===== config.mk =====
export PLATFORM = sky130hd
export DESIGN_NAME = hs_upload_server
export DESIGN_NICKNAME = d
export VERILOG_FILES = /design/src/rtl/hs_upload_server.sv
export SDC_FILE = /design/constraint.sdc
export NUM_CORES = 1
export LEC_CHECK = 0
export ABC_CLOCK_PERIOD_IN_PS = 4700
export BUFFER_PORTS_ARGS = -buffer_cell sky130_fd_sc_hd__buf_2
export CORE_ASPECT_RATIO = 1.4
export CORE_MARGIN = 1
export CORE_UTILIZATION = 52
export CTS_CLUSTER_DIAMETER = 60
export DETAILED_ROUTE_END_ITERATION = 7
export GPL_TIMING_DRIVEN = 0
export HOLD_SLACK_MARGIN = 0.1
export PLACE_DENSITY = 0.87
export SKIP_LAST_GASP = 1
export SLEW_MARGIN = 0
export SYNTH_ARGS = -nofsm -noshare
export SYNTH_HDL_FRONTEND = slang
export SYNTH_SLANG_ARGS = --single-unit

===== constraint.sdc =====
create_clock -name clk_sys -period 4.7 [get_ports clk_sys]
set_input_delay 1.175 -clock clk_sys [delete_from_list [all_inputs] [get_ports clk_sys]]
set_output_delay 1.175 -clock clk_sys [all_outputs]
set_load 0.05 [all_outputs]

===== src/rtl/hs_upload_server.sv =====
// hs_upload_server: serves the HPS ioctl upload stream (core -> HPS) for hiscore/NVRAM saving.
// Requests an autosave when the OSD opens with dirty RAM, pauses the game CPU for the duration
// of an upload session, and reads the tracked RAM window byte-by-byte onto ioctl_din while
// stalling the HPS with ioctl_wait.
module hs_upload_server #(
    parameter int unsigned       ADDR_W  = 16,
    parameter logic [ADDR_W-1:0] BASE    = '0,
    parameter int unsigned       SIZE    = 256,
    parameter int unsigned       RAM_LAT = 2,
    parameter logic [7:0]        IDX     = 8'd4
) (
    input  logic              clk_sys,
    input  logic              reset,
    input  logic              ioctl_upload,
    input  logic [7:0]        ioctl_index,
    input  logic              ioctl_rd,
    input  logic [24:0]       ioctl_addr,
    output logic [7:0]        ioctl_din,
    output logic              ioctl_wait,
    output logic              ioctl_upload_req,
    input  logic              autosave,
    input  logic              osd_open,
    input  logic              ram_dirty,
    output logic              pause_req,
    input  logic              paused,
    output logic              ram_rd,
    output logic [ADDR_W-1:0] ram_addr,
    input  logic [7:0]        ram_data,
    output logic              busy
);

    typedef enum logic [1:0] {
        S_IDLE,
        S_PAUSE,
        S_READY,
        S_FETCH
    } state_t;

    state_t              r_state;
    logic                r_pend;
    logic [24:0]         r_pend_addr;
    logic [2:0]          r_cnt;
    logic [7:0]          r_din;
    logic [ADDR_W-1:0]   r_ram_addr;
    logic                r_ram_rd;
    logic                r_pause_req;
    logic                r_upload_req;
    logic                r_dirty;
    logic                r_osd_d;
    logic                r_sess_d;

    logic                w_session;
    logic                w_sess_start;
    logic [24:0]         w_req_addr;
    logic                w_oob;
    state_t              w_state_nxt;
    logic                w_pend_nxt;
    logic [24:0]         w_pend_addr_nxt;
    logic [2:0]          w_cnt_nxt;
    logic [7:0]          w_din_nxt;
    logic [ADDR_W-1:0]   w_ram_addr_nxt;
    logic                w_ram_rd_nxt;

    assign w_session    = ioctl_upload && (ioctl_index == IDX);
    assign w_sess_start = (r_state == S_IDLE) && w_session && !r_sess_d;

    // A fresh strobe takes precedence over an address parked while the CPU was not yet paused.
    assign w_req_addr   = ioctl_rd ? ioctl_addr : r_pend_addr;
    // Compare the full 25-bit offset so high offsets never alias back into the window.
    assign w_oob        = ({1'b0, w_req_addr} >= 26'(SIZE));

    // Next-state and datapath updates; a falling session overrides everything else.
    always_comb begin
        w_state_nxt     = r_state;
        w_pend_nxt      = r_pend;
        w_pend_addr_nxt = r_pend_addr;
        w_cnt_nxt       = r_cnt;
        w_din_nxt       = r_din;
        w_ram_addr_nxt  = r_ram_addr;
        w_ram_rd_nxt    = 1'b0;

        if ((r_state != S_IDLE) && !w_session) begin
            w_state_nxt = S_IDLE;
            w_pend_nxt  = 1'b0;
        end else begin
            case (r_state)
                S_IDLE: begin
                    if (w_sess_start) begin
                        w_state_nxt = S_PAUSE;
                    end
                end
                S_PAUSE: begin
                    if (ioctl_rd) begin
                        w_pend_nxt      = 1'b1;
                        w_pend_addr_nxt = ioctl_addr;
                    end
                    if (paused) begin
                        w_state_nxt = S_READY;
                    end
                end
                S_READY: begin
                    if (!paused) begin
                        // CPU resumed under us: hold any new request until pause is re-acknowledged.
                        w_state_nxt = S_PAUSE;
                        if (ioctl_rd) begin
                            w_pend_nxt      = 1'b1;
                            w_pend_addr_nxt = ioctl_addr;
                        end
                    end else if (ioctl_rd || r_pend) begin
                        w_pend_nxt = 1'b0;
                        if (w_oob) begin
                            w_din_nxt = 8'hFF;
                        end else begin
                            w_ram_addr_nxt = BASE + w_req_addr[ADDR_W-1:0];
                            w_ram_rd_nxt   = 1'b1;
                            w_cnt_nxt      = 3'd0;
                            w_state_nxt    = S_FETCH;
                        end
                    end
                end
                S_FETCH: begin
                    // ram_rd was on the bus the cycle after entry, so data lands RAM_LAT edges later.
                    if (r_cnt == 3'(RAM_LAT)) begin
                        w_din_nxt   = ram_data;
                        w_state_nxt = S_READY;
                    end else begin
                        w_cnt_nxt = r_cnt + 3'd1;
                    end
                end
                default: begin
                    w_state_nxt = S_IDLE;
                end
            endcase
        end
    end

    // State register and control/output registers with synchronous reset.
    always_ff @(posedge clk_sys) begin
        if (reset) begin
            r_state      <= S_IDLE;
            r_pend       <= 1'b0;
            r_cnt        <= 3'd0;
            r_din        <= 8'h00;
            r_ram_addr   <= '0;
            r_ram_rd     <= 1'b0;
            r_pause_req  <= 1'b0;
            r_sess_d     <= 1'b0;
        end else begin
            r_state      <= w_state_nxt;
            r_pend       <= w_pend_nxt;
            r_cnt        <= w_cnt_nxt;
            r_din        <= w_din_nxt;
            r_ram_addr   <= w_ram_addr_nxt;
            r_ram_rd     <= w_ram_rd_nxt;
            r_pause_req  <= (w_state_nxt != S_IDLE);
            r_sess_d     <= w_session;
        end
    end

    // Parked request offset; only meaningful while r_pend is set, so it needs no reset.
    always_ff @(posedge clk_sys) begin
        r_pend_addr <= w_pend_addr_nxt;
    end

    // Dirty tracking and autosave request on the OSD-open rising edge; a new write beats the clear.
    always_ff @(posedge clk_sys) begin
        if (reset) begin
            r_dirty      <= 1'b0;
            r_osd_d      <= 1'b0;
            r_upload_req <= 1'b0;
        end else begin
            if (ram_dirty) begin
                r_dirty <= 1'b1;
            end else if (w_sess_start) begin
                r_dirty <= 1'b0;
            end
            r_osd_d      <= osd_open;
            r_upload_req <= osd_open && !r_osd_d && autosave && r_dirty && (r_state == S_IDLE);
        end
    end

    // HPS must not strobe again while a fetch is in flight; such a strobe is dropped.
    a_no_rd_in_fetch: assert property (@(posedge clk_sys) disable iff (reset)
        !(w_session && (r_state == S_FETCH) && ioctl_rd));

    assign ioctl_din        = r_din;
    assign ioctl_wait       = w_session && (ioctl_rd || r_pend || (r_state == S_FETCH) ||
                                            ((r_state == S_PAUSE) && ioctl_rd));
    assign ioctl_upload_req = r_upload_req;
    assign pause_req        = r_pause_req;
    assign ram_rd           = r_ram_rd;
    assign ram_addr         = r_ram_addr;
    assign busy             = (r_state != S_IDLE);

endmodule


==> impl_summary.txt, run 1 <==
----------------------------------------------------
[Place]
  # port buffers ... between 70 and 80
  Post-detailed-placement half-perimeter wirelength ... 5000 um
  Global placement routability congestion ... roughly 0.78

[Drt]
  Count of routing violations after the opening detailed-route iteration ... ~160
  Post-route DRC violation count ... 0
  Wire length per cell after detailed routing ... approximately 16 um
  Detailed-route via count ... 2590
  Mean number of vias per cell ... around 6.0
  Detailed-routing iteration count for the pre-antenna-repair pass ... 4
  Final wirelength ... approximately 7000 um
  Remaining number of nets flagged by the antenna check after routing ... 0

[Timing]
  Fmax ... about 240 MHz
  Transition at the pin with the smallest max-transition slack ... around 1.1 ns
  Hold Violations, Final ... 0
  Worst-case clock skew ... between 0.006 and 0.007 ns
  Number of max-slew violations in the final report ... 0
  Total of endpoints with negative setup slack in the final report ... 0
  Minimum clock period ... roughly 4.2 ns
  RSZ-0062 raised after global routing ... false
  Relative slew margins ... between 20% and 30%
  Summed negative setup slack over all endpoints ... 0 ns
  Period utilisation layout ... 90.0%

[Die]
  Initial standard-cell utilization of the core ... 53.9%
  Count of boundary I/O pins ... between 70 and 80
  Die Span Y ... approximately 90 um
  Die ar. ... 5990 um2
  Row count ... 32
  Die width ... around 66 um
  Core Footprint ... 5490 um2

[Synth]
  Async SR Flop Fraction ... 0%
  Number of unique standard cell types used by synthesis ... 46
  Number of synthesis warnings ... 0
  Top FF cell, synth ... dfxtp_1
  Number of flops mapped to enable cells by yosys ... 25
  Nets in the synthesized netlist ... around 330
  Yosys reg bits ... just over 60
  Area of the mapped netlist ... roughly 3000 um2
  Average footprint of a synthesized cell ... 10.9 um2
  Part of the Yosys area used for sequential elements ... ~50%
  Gate count after technology mapping ... 270

[Global route]
  Total track usage ... about a quarter
  Wire length of the first global-routing pass ... ~11000 um
  Number of global-route vias before repair ... about 2500
  Grt ovf ... 0
  Antenna violations before repair ... 0
  Pin count of the biggest net entering global routing ... 26

[CTS]
  Clock root buffer ... clkbuf_8
  Clock sinks ... a little over 60
  Number of buffers inserted to repair setup after CTS ... 0
  Resized cells post-CTS ... 0
  Max Buffers Root-to-Sink ... 2
  Maximum level of the CTS H-tree ... 3
  TritonCTS clock tree ... built
  Reg clk slew, reported paths ... approximately 0.070 ns
  Number of buffers created by CTS ... 9
  Clock Latency Late Sink ... around 0.34 ns
  Hold_buf cts ... 0

[Worst setup path]
  Class of the most critical setup path ... primary input to primary output
  CP Max Fanout ... 10
  CP Capture Type ... primary output
  Arrival time reported for the critical path endpoint ... between 3 and 4 ns
  Critical path startpoint category ... primary input
  CP required ... roughly 3.5 ns

[Cells and area]
  Number of diodes added for antenna fixing ... 0
  Fin util ... around 66%
  Share of final-layout standard cells stronger than drive strength 1 ... 36.4%
  Final net count ... approximately 410
  Fill cell total of the finished layout ... 435
  Syn-to-layout area delta ... 23.2%

[Hold path]
  Hold Path Class ... register to register

[Status]
  Run status ... finished, final reports clean

[Power]
  VDD IR max ... around 400 uV
  Leak pwr ... ~1.4 nW
  Power density over cell area ... 512 nW/um2

[Run]
  Count of maximum capacitance violations ... 0

----------------------------------------------------
## cell usage in the layout, fill, tap and decap left out, drive strengths merged, types with 4 or more instances in the layout
cell type	instances
mux2	25
nor2	13
ha	7
nor3b	17
dfxtp	36
nor4	20
clkbuf	23
inv	6
nand2	4
a21oi	21
buf	87
edfxtp	25
nand4b	8
nor3	14
nand2b	4
a31oi	9
## critical path, stage by stage
cell	delay, ns
buf_2	0.09
buf_2	0.21
buf_2	0.29
buf_1	0.45
buf_2	0.36
nor3_1	0.11
nor2_1	0.10
buf_2	0.27
## synthesized netlist by cell type (2+ instances only)
| cell type | n | area share (%) |
|---|---|---|
| nor4_1 | 20 | 4.2 |
| buf_6 | 2 | 0.76 |
| nor3b_1 | 17 | 4.3 |
| edfxtp_1 | 25 | 25 |
| nor2_1 | 13 | 1.7 |
| nand3_1 | 2 | 0.34 |
| o41ai_1 | 2 | 0.59 |
| a21oi_1 | 21 | 3.6 |
| o21ai_0 | 2 | 0.34 |
| buf_2 | 6 | 1.0 |
| inv_1 | 6 | 0.76 |
| clkbuf_1 | 11 | 1.4 |
| nand2b_1 | 4 | 0.85 |
| a31oi_1 | 9 | 1.9 |
| nand4b_1 | 8 | 2.4 |
| mux2_2 | 25 | 9.5 |
| nand2_1 | 4 | 0.51 |
| ha_1 | 7 | 3.0 |
| nor3_1 | 13 | 2.2 |
| o221ai_1 | 2 | 0.59 |
| or3_1 | 3 | 0.64 |
| dfxtp_1 | 36 | 24 |
| or4b_1 | 2 | 0.68 |
| nor2b_1 | 2 | 0.42 |
| a22oi_1 | 3 | 0.76 |
| o21a_1 | 2 | 0.51 |
| o211ai_1 | 3 | 0.76 |
| nor4b_1 | 2 | 0.59 |
## metal layers
metal / up-vias / GRT usage [%] / share of wire (%)
met3: 10 / 5.90 / 7.1
met1: 1243 / 28.4 / 39
li1: 1223 / - / -
met2: 114 / 43.1 / 52
met4: 0 / 9.42 / 1.5
met5: - / 0 / 0
## cell families (layout without fill, tap and decap cells)
logic type | count (synthesis) | count (layout) | synth area share (%)
flip-flops | 61 | 61 | 49.8
multiplexers | 25 | 25 | 9.53
buffers and inverters | 27 | 120 | 4.32
adder cells (fa/ha/maj) | 7 | 7 | 2.96
AO/OA/AOI/OAI | 53 | 53 | 11.9
AND/OR/NAND/NOR | 97 | 97 | 21.5
## through the flow
stage	total power, W	hold slack [ns]	area [um2]	cells	worst slack [ns]
6_report	0.00186	0.390	3640	431	0.471
3_3_place_gp	0.00137	0.379	3420	415	0.499
2_1_floorplan	0.00122	0.374	2950	270	0.648
3_5_place_dp	0.00140	0.383	3420	415	0.474
4_1_cts	0.00187	0.394	3640	431	0.469
5_1_grt	0.00196	0.425	3640	431	0.303
## area by class of cell
type / instances / area, um2 / area share (%)
plain buffers: 21 / 105 / 2.89
multi-input cells: 182 / 1360 / 37.2
inverters: 6 / 22.5 / 0.619
clock inverters: 4 / 26.3 / 0.722
clock buffers: 12 / 188 / 5.16
well taps: 68 / 85.1 / 2.34
repair buffers: 77 / 385 / 10.6
flip-flops and latches: 61 / 1470 / 40.4
## power by group
part	switching (W)	internal, W
Combinational	0.000421	0.000197
Clock	0.000201	0.000269
Sequential	0.0000532	0.000720
## state kept, by name, indices dropped and copies added (netlist names)
name              cells
ioctl_din             8
ioctl_upload_req      1
pause_req             1
r_cnt                 3
r_dirty               1
r_osd_d               1
r_pend                1
r_pend_addr          25
r_sess_d              1
r_state               2
ram_addr             16
ram_rd                1
## final timing paths
kind | end | start | slack [ns] | cells past startpoint
setup / recovery | ioctl_wait | ioctl_rd | 0.47 | 8
hold / removal | ioctl_upload_req | r_osd_d | 0.39 | 1
setup reg to reg | r_pend_addr[9] | r_state[0] | 1.83 | 7
hold reg to reg | ioctl_upload_req | r_osd_d | 0.39 | 1
Power figures use the tool's default switching activity.
==> run 2: changes to the inputs <==
Settings changed: CORE_ASPECT_RATIO 1.4 to 0.8.
==> run 2 against run 1 <==
Compared with the run above: non-clock buffer count unchanged; highest routed layer unchanged; utilization increased by 0.060 points; routed wire length is 1.0% lower; first-iteration DRC count increased by 25%; cell area is 0.28% lower; critical path depth unchanged; register-to-register slack lost 0.03 ns; cell count increased by 2.3%; largest cell class unchanged.
==> impl_summary.txt, run 2 (synthesized netlist as in run 1, its figures left out) <==
----------------------------------------------------
[Status]
  Run status ... finished, final reports clean (unchanged)

[Hold path]
  Hold Path Class ... register to register (unchanged)

[Drt]
  Wire length per cell after detailed routing ... 15.4 um (was 15.9 um)
  Final wirelength ... 6770 um (was 6840 um)
  Detailed-routing iteration count for the pre-antenna-repair pass ... 8 (was 4)
  Count of routing violations after the opening detailed-route iteration ... 196 (was 157)
  Detailed-route via count ... 2561 (was 2590)
  Post-route DRC violation count ... 0 (unchanged)
  Mean number of vias per cell ... 5.81 (was 6.01)
  Remaining number of nets flagged by the antenna check after routing ... 0 (unchanged)

[Worst setup path]
  Kind of cell adding the most delay to the critical path ... buffers and inverters (unchanged)
  CP Capture Type ... primary output (unchanged)
  Critical path startpoint category ... primary input (unchanged)
  CP required ... 3.52 ns (about the same)
  Cell repeated most along the worst path ... buf_2 (unchanged)
  Class of the most critical setup path ... primary input to primary output (unchanged)
  Arrival time reported for the critical path endpoint ... 3.01 ns (was 3.05 ns)
  Slowest cell on crit path ... buf_1 (unchanged)
  Worst-path cell chain ... buf_2, buf_2, buf_2, buf_1, buf_2, nor3_1, nor2_1, buf_2 (unchanged)
  Slowest cell delay on critical path ... 0.44 ns (was 0.45 ns)
  Total buffers and inverters traversed by the critical path ... 6 (unchanged)
  CP Max Fanout ... 10 (unchanged)

[Die]
  Count of boundary I/O pins ... 78 (unchanged)
  Die width ... 86.3 um (was 65.7 um)
  Row count ... 24 (was 32)
  Initial standard-cell utilization of the core ... 54.1% (was 53.9%)
  Core Footprint ... 5470 um2 (was 5490 um2)
  Die Span Y ... 69.4 um (was 91.2 um)
  Die ar. ... 5990 um2 (about the same)

[Timing]
  Worst hold slack after final layout ... 0.390 ns (about the same)
  Relative slew margins ... 21.4% (was 23.9%)
  Fmax ... 239 MHz (was 236 MHz)
  Number of max-slew violations in the final report ... 0 (unchanged)
  Summed negative setup slack over all endpoints ... 0 ns (unchanged)
  Hold Violations, Final ... 0 (unchanged)
  Minimum clock period ... 4.19 ns (was 4.23 ns)
  Worst Slack Setup Final ... 0.512 ns (was 0.471 ns)
  Worst-case clock skew ... 0.00959 ns (was 0.00668 ns)
  RSZ-0062 raised after global routing ... false (unchanged)
  Transition at the pin with the smallest max-transition slack ... 1.18 ns (was 1.14 ns)
  Total of endpoints with negative setup slack in the final report ... 0 (unchanged)
  Period utilisation layout ... 89.1% (was 90.0%)

[Global route]
  Number of global-route vias before repair ... 2440 (was 2509)
  Pin count of the biggest net entering global routing ... 26 (unchanged)
  Wire length of the first global-routing pass ... 11300 um (about the same)
  Fraction of met2 tracks used by global routing ... 38.1% (was 43.1%)
  Met1 GRT Util ... 30.9% (was 28.4%)
  Met3 Track Usage GR ... 7.74% (was 5.90%)
  Most used routing layer ... met2 (unchanged)
  Antenna violations before repair ... 0 (unchanged)
  Total track usage ... 24.2% (was 24.8%)
  Grt ovf ... 0 (unchanged)

[Power]
  Leak pwr ... 1.39 nW (was 1.40 nW)
  VDD IR max ... 316 uV (was 400 uV)
  Power density over cell area ... 506 nW/um2 (was 512 nW/um2)

[Place]
  Post-detailed-placement half-perimeter wirelength ... 4870 um (was 5000 um)
  Pre-CTS WS ... 0.514 ns (was 0.474 ns)
  Post-Place Cells ... 425 (was 415)
  # port buffers ... 77 (unchanged)
  Global placement routability congestion ... 0.852 (was 0.778)

[Cells and area]
  Commonest cells after routing, fill and taps aside ... 83 x buf_2, 36 x dfxtp_1, 25 x mux2_2, 25 x edfxtp_1, 21 x a21oi_1 (unchanged)
  Syn-to-layout area delta ... 22.8% (was 23.2%)
  Final net count ... 414 (unchanged)
  Flip-flop count of the largest register after layout ... 25 (unchanged)
  Number of standard cells in the final layout excluding fillers ... 441 (was 431)
  Most common library cell in the layout ignoring fill and taps ... buf_2 (unchanged)
  Register ranked first by flip-flop count ... r_pend_addr (unchanged)
  Share of final-layout standard cells stronger than drive strength 1 ... 35.8% (was 36.4%)
  Fin util ... 66.4% (was 66.3%)
  Number of diodes added for antenna fixing ... 0 (unchanged)

[CTS]
  Clock Latency Late Sink ... 0.35 ns (was 0.34 ns)
  Number of buffers inserted to repair setup after CTS ... 0 (unchanged)
  TritonCTS clock tree ... built (unchanged)
  Maximum level of the CTS H-tree ... 3 (unchanged)
  Resized cells post-CTS ... 0 (unchanged)
  Max Buffers Root-to-Sink ... 2 (unchanged)
  Clock sinks ... 61 (unchanged)
  Number of buffers created by CTS ... 9 (unchanged)
  Reg clk slew, reported paths ... 0.06 ns (was 0.07 ns)
  Clock root buffer ... clkbuf_8 (unchanged)
  Hold_buf cts ... 0 (unchanged)

[Run]
  Count of maximum capacitance violations ... 0 (unchanged)

----------------------------------------------------
==> run 2: worst register-to-register path, cell delays in order (launching register included) <==
cell and delay (ns):
dfxtp_1 0.34, inv_1 0.14, ha_1 0.27, inv_1 0.15
o31ai_1 0.12, buf_2 0.27, buf_2 0.24, and3_1 0.98
==> run 2: per-stage QoR <==
stage / area, um2 / power (W)
2_1_floorplan: 2950 / 0.00122
3_3_place_gp: 3440 / 0.00137
3_5_place_dp: 3440 / 0.00139
4_1_cts: 3630 / 0.00183
5_1_grt: 3630 / 0.00193
6_report: 3630 / 0.00184
==> run 2: worst paths after layout <==
| path | from | end | slack, ns | cells past startpoint |
|---|---|---|---|---|
| min | r_osd_d | ioctl_upload_req | 0.39 | 1 |
| max reg2reg | r_state[1] | r_pend_addr[0] | 1.80 | 7 |
| min reg2reg | r_osd_d | ioctl_upload_req | 0.39 | 1 |
| max | ioctl_rd | ioctl_wait | 0.51 | 8 |
==> run 2: layout make-up <==
type,count,area (um2)
Buffer,21,105
Clock inverter,1,5.00
Inverter,6,22.5
Tap cell,78,97.6
Sequential cell,61,1470
Multi-Input combinational cell,182,1360
Clock buffer,15,186
Fill cell,459,1840
Timing Repair Buffer,77,385
==> run 2: metal layers <==
metal	wire (um)	vias up
li1	-	1230
met1	3050	1220
met2	3220	94
met3	389	17
met4	115	0
met5	0	-
==> run 2: where the power goes <==
| group | internal, W | switching (W) | total, W |
|---|---|---|---|
| sequential | 0.000721 | 0.0000523 | 0.000773 |
| combinational | 0.000197 | 0.000424 | 0.000621 |
| clock | 0.000249 | 0.000194 | 0.000443 |
==> run 3: changes to the inputs <==
Settings changed: CORE_ASPECT_RATIO 0.8 to 1.5, GPL_TIMING_DRIVEN 0 to 1.
==> run 3 against run 2 <==
Compared with the run above: setup slack improved by 0.36 ns; non-clock buffer count decreased by 17; count of clock-buffer cells in the layout increased by 1; fmax increased by 9.3%; cell area decreased by 1.7%; critical path type unchanged.
==> impl_summary.txt, run 3 (synthesized netlist as in run 1, its figures left out) <==
----------------------------------------------------
[Status]
  Run status ... finished, final reports clean (unchanged)

[Power]
  Switching portion of total power ... 35.5% (was 36.5%)
  Internal cell power ... 0.00118 W (was 0.00117 W)
  Switching component of the power ... 0.000649 W (was 0.000670 W)
  VDD IR max ... 425 uV (was 316 uV)
  Combinational group share of total power ... 33.1% (was 33.8%)
  Leak pwr ... 1.36 nW (was 1.39 nW)
  Sequential power share ... 41.9% (was 42.1%)
  Power density over cell area ... 513 nW/um2 (was 506 nW/um2)
  Total Power Consumption ... 0.00183 W (was 0.00184 W)
  Portion of total power attributed to the clock network ... 25.0% (was 24.1%)

[Die]
  Initial standard-cell utilization of the core ... 54.2% (was 54.1%)
  Die width ... 63.5 um (was 86.3 um)
  Count of boundary I/O pins ... 78 (unchanged)
  Row count ... 33 (was 24)
  Core Footprint ... 5450 um2 (was 5470 um2)
  Die Span Y ... 94.3 um (was 69.4 um)
  Die ar. ... 5990 um2 (about the same)

[Timing]
  Fmax ... 261 MHz (was 239 MHz)
  Relative slew margins ... 23.3% (was 21.4%)
  Worst hold slack after final layout ... 0.388 ns (was 0.390 ns)
  Summed negative setup slack over all endpoints ... 0 ns (unchanged)
  RSZ-0062 raised after global routing ... false (unchanged)
  Number of max-slew violations in the final report ... 0 (unchanged)
  Worst Slack Setup Final ... 0.868 ns (was 0.512 ns)
  Period utilisation layout ... 81.5% (was 89.1%)
  Transition at the pin with the smallest max-transition slack ... 1.15 ns (was 1.18 ns)
  Minimum clock period ... 3.83 ns (was 4.19 ns)
  Hold Violations, Final ... 0 (unchanged)
  Worst-case clock skew ... 0.00692 ns (was 0.00959 ns)
  Total of endpoints with negative setup slack in the final report ... 0 (unchanged)

[CTS]
  Clock root buffer ... clkbuf_8 (unchanged)
  Max Buffers Root-to-Sink ... 2 (unchanged)
  Reg clk slew, reported paths ... 0.06 ns (about the same)
  Hold_buf cts ... 0 (unchanged)
  Maximum level of the CTS H-tree ... 3 (unchanged)
  TritonCTS clock tree ... built (unchanged)
  Number of buffers inserted to repair setup after CTS ... 0 (unchanged)
  Number of buffers created by CTS ... 9 (unchanged)
  Resized cells post-CTS ... 0 (unchanged)
  Clock Latency Late Sink ... 0.34 ns (was 0.35 ns)
  Clock sinks ... 61 (unchanged)

[Drt]
  Count of routing violations after the opening detailed-route iteration ... 135 (was 196)
  Detailed-route via count ... 2425 (was 2561)
  Final wirelength ... 6220 um (was 6770 um)
  Detailed-routing iteration count for the pre-antenna-repair pass ... 4 (was 8)
  Mean number of vias per cell ... 5.83 (was 5.81)
  Remaining number of nets flagged by the antenna check after routing ... 0 (unchanged)
  Post-route DRC violation count ... 0 (unchanged)
  Wire length per cell after detailed routing ... 14.9 um (was 15.4 um)

[Cells and area]
  Most common library cell in the layout ignoring fill and taps ... buf_2 (unchanged)
  Final Instance Area ... 3570 um2 (was 3630 um2)
  Flip-flop count of the largest register after layout ... 25 (unchanged)
  Commonest cells after routing, fill and taps aside ... 77 x buf_2, 36 x dfxtp_1, 25 x mux2_2, 25 x edfxtp_1, 21 x a21oi_1 (was 83 x buf_2, 36 x dfxtp_1, 25 x mux2_2, 25 x edfxtp_1, 21 x a21oi_1)
  Syn-to-layout area delta ... 20.8% (was 22.8%)
  Register ranked first by flip-flop count ... r_pend_addr (unchanged)
  Final net count ... 397 (was 414)
  Share of final-layout standard cells stronger than drive strength 1 ... 36.1% (was 35.8%)
  Number of diodes added for antenna fixing ... 0 (unchanged)

[Worst setup path]
  CP Capture Type ... primary output (unchanged)
  CP required ... 3.52 ns (about the same)
  Slowest cell on crit path ... or4b_1 (was buf_1)
  Arrival time reported for the critical path endpoint ... 2.66 ns (was 3.01 ns)
  Worst-path cell chain ... buf_2, or4b_1, or3_1, nor2_1, buf_2 (was buf_2, buf_2, buf_2, buf_1, buf_2, nor3_1, nor2_1, buf_2)
  Worst setup path startpoint ... ioctl_index[4] (was ioctl_rd)
  Slowest cell delay on critical path ... 0.61 ns (was 0.44 ns)
  Class of the most critical setup path ... primary input to primary output (unchanged)
  Critical path startpoint category ... primary input (unchanged)
  Reg-to-reg critical path startpoint ... r_state[0] (was r_state[1])
  Cell repeated most along the worst path ... buf_2 (unchanged)
  CP Max Fanout ... 4 (was 10)

[Global route]
  Antenna violations before repair ... 0 (unchanged)
  Total track usage ... 22.3% (was 24.2%)
  Pin count of the biggest net entering global routing ... 40 (was 26)
  Wire length of the first global-routing pass ... 10200 um (was 11300 um)
  Number of global-route vias before repair ... 2362 (was 2440)
  Grt ovf ... 0 (unchanged)

[Hold path]
  Hold path start ... r_osd_d (unchanged)
  Hold Path Class ... register to register (unchanged)

[Place]
  Pre-CTS WS ... 0.864 ns (was 0.514 ns)
  Post-detailed-placement half-perimeter wirelength ... 4270 um (was 4870 um)
  Post-place instance area ... 3370 um2 (was 3440 um2)
  # port buffers ... 77 (unchanged)
  Global placement routability congestion ... 0.856 (was 0.852)

[Run]
  Count of maximum capacitance violations ... 0 (unchanged)

----------------------------------------------------
[run 3: cell types whose count changed in the layout (fill, tap and decap cells not counted), sizes merged]
| cell | change |
|---|---|
| clkbuf | -10 |
| buf | -6 |
| clkinv | -1 |
[run 3: final timing paths]
| check | to | slack, ns | cells after the start |
|---|---|---|---|
| min | ioctl_upload_req | 0.39 | 1 |
| min reg2reg | ioctl_upload_req | 0.39 | 1 |
| max reg2reg | ioctl_din[7] | 1.80 | 7 |
| max | ioctl_wait | 0.87 | 5 |
[run 3: power by group through the flow]
stage               Sequential [W]  Clock [W]  Combinational [W]
floorplan                 0.000807          0           0.000416
global placement          0.000772          0           0.000592
detailed placement        0.000778          0           0.000605
CTS                       0.000767   0.000464           0.000610
global route              0.000781   0.000488           0.000661
finish                    0.000766   0.000458           0.000606
[run 3: through the flow]
step | std cells | util (%)
final | 416 | 65.5
after global placement | 400 | 61.8
after floorplan | 270 | -
after CTS | 416 | 65.5
after global routing | 416 | 65.5
after detailed placement | 400 | 61.8
[run 3: critical path, delay by kind of cell]
family | cells | cell delay (ns)
buf+inv | 2 | 0.36
simple gates | 3 | 1.12
[run 3: layer usage]
layer  global-route usage [%]  share of wire [%]  vias up  wire length, um
met5                        0                  0        -                0
met4                     14.2                2.3        0              146
met3                     5.83                6.0       11              374
met2                     38.2                 50       89             3100
met1                     24.3                 42     1134             2590
li1                         -                  -     1191                -
[run 3: layout make-up]
type	count	area [um2]
clock buffer	16	201
fill	443	1880
inverter	6	22.5
multi-input combinational	182	1370
sequential	61	1470
tap	70	87.6
timing repair buffer	81	415
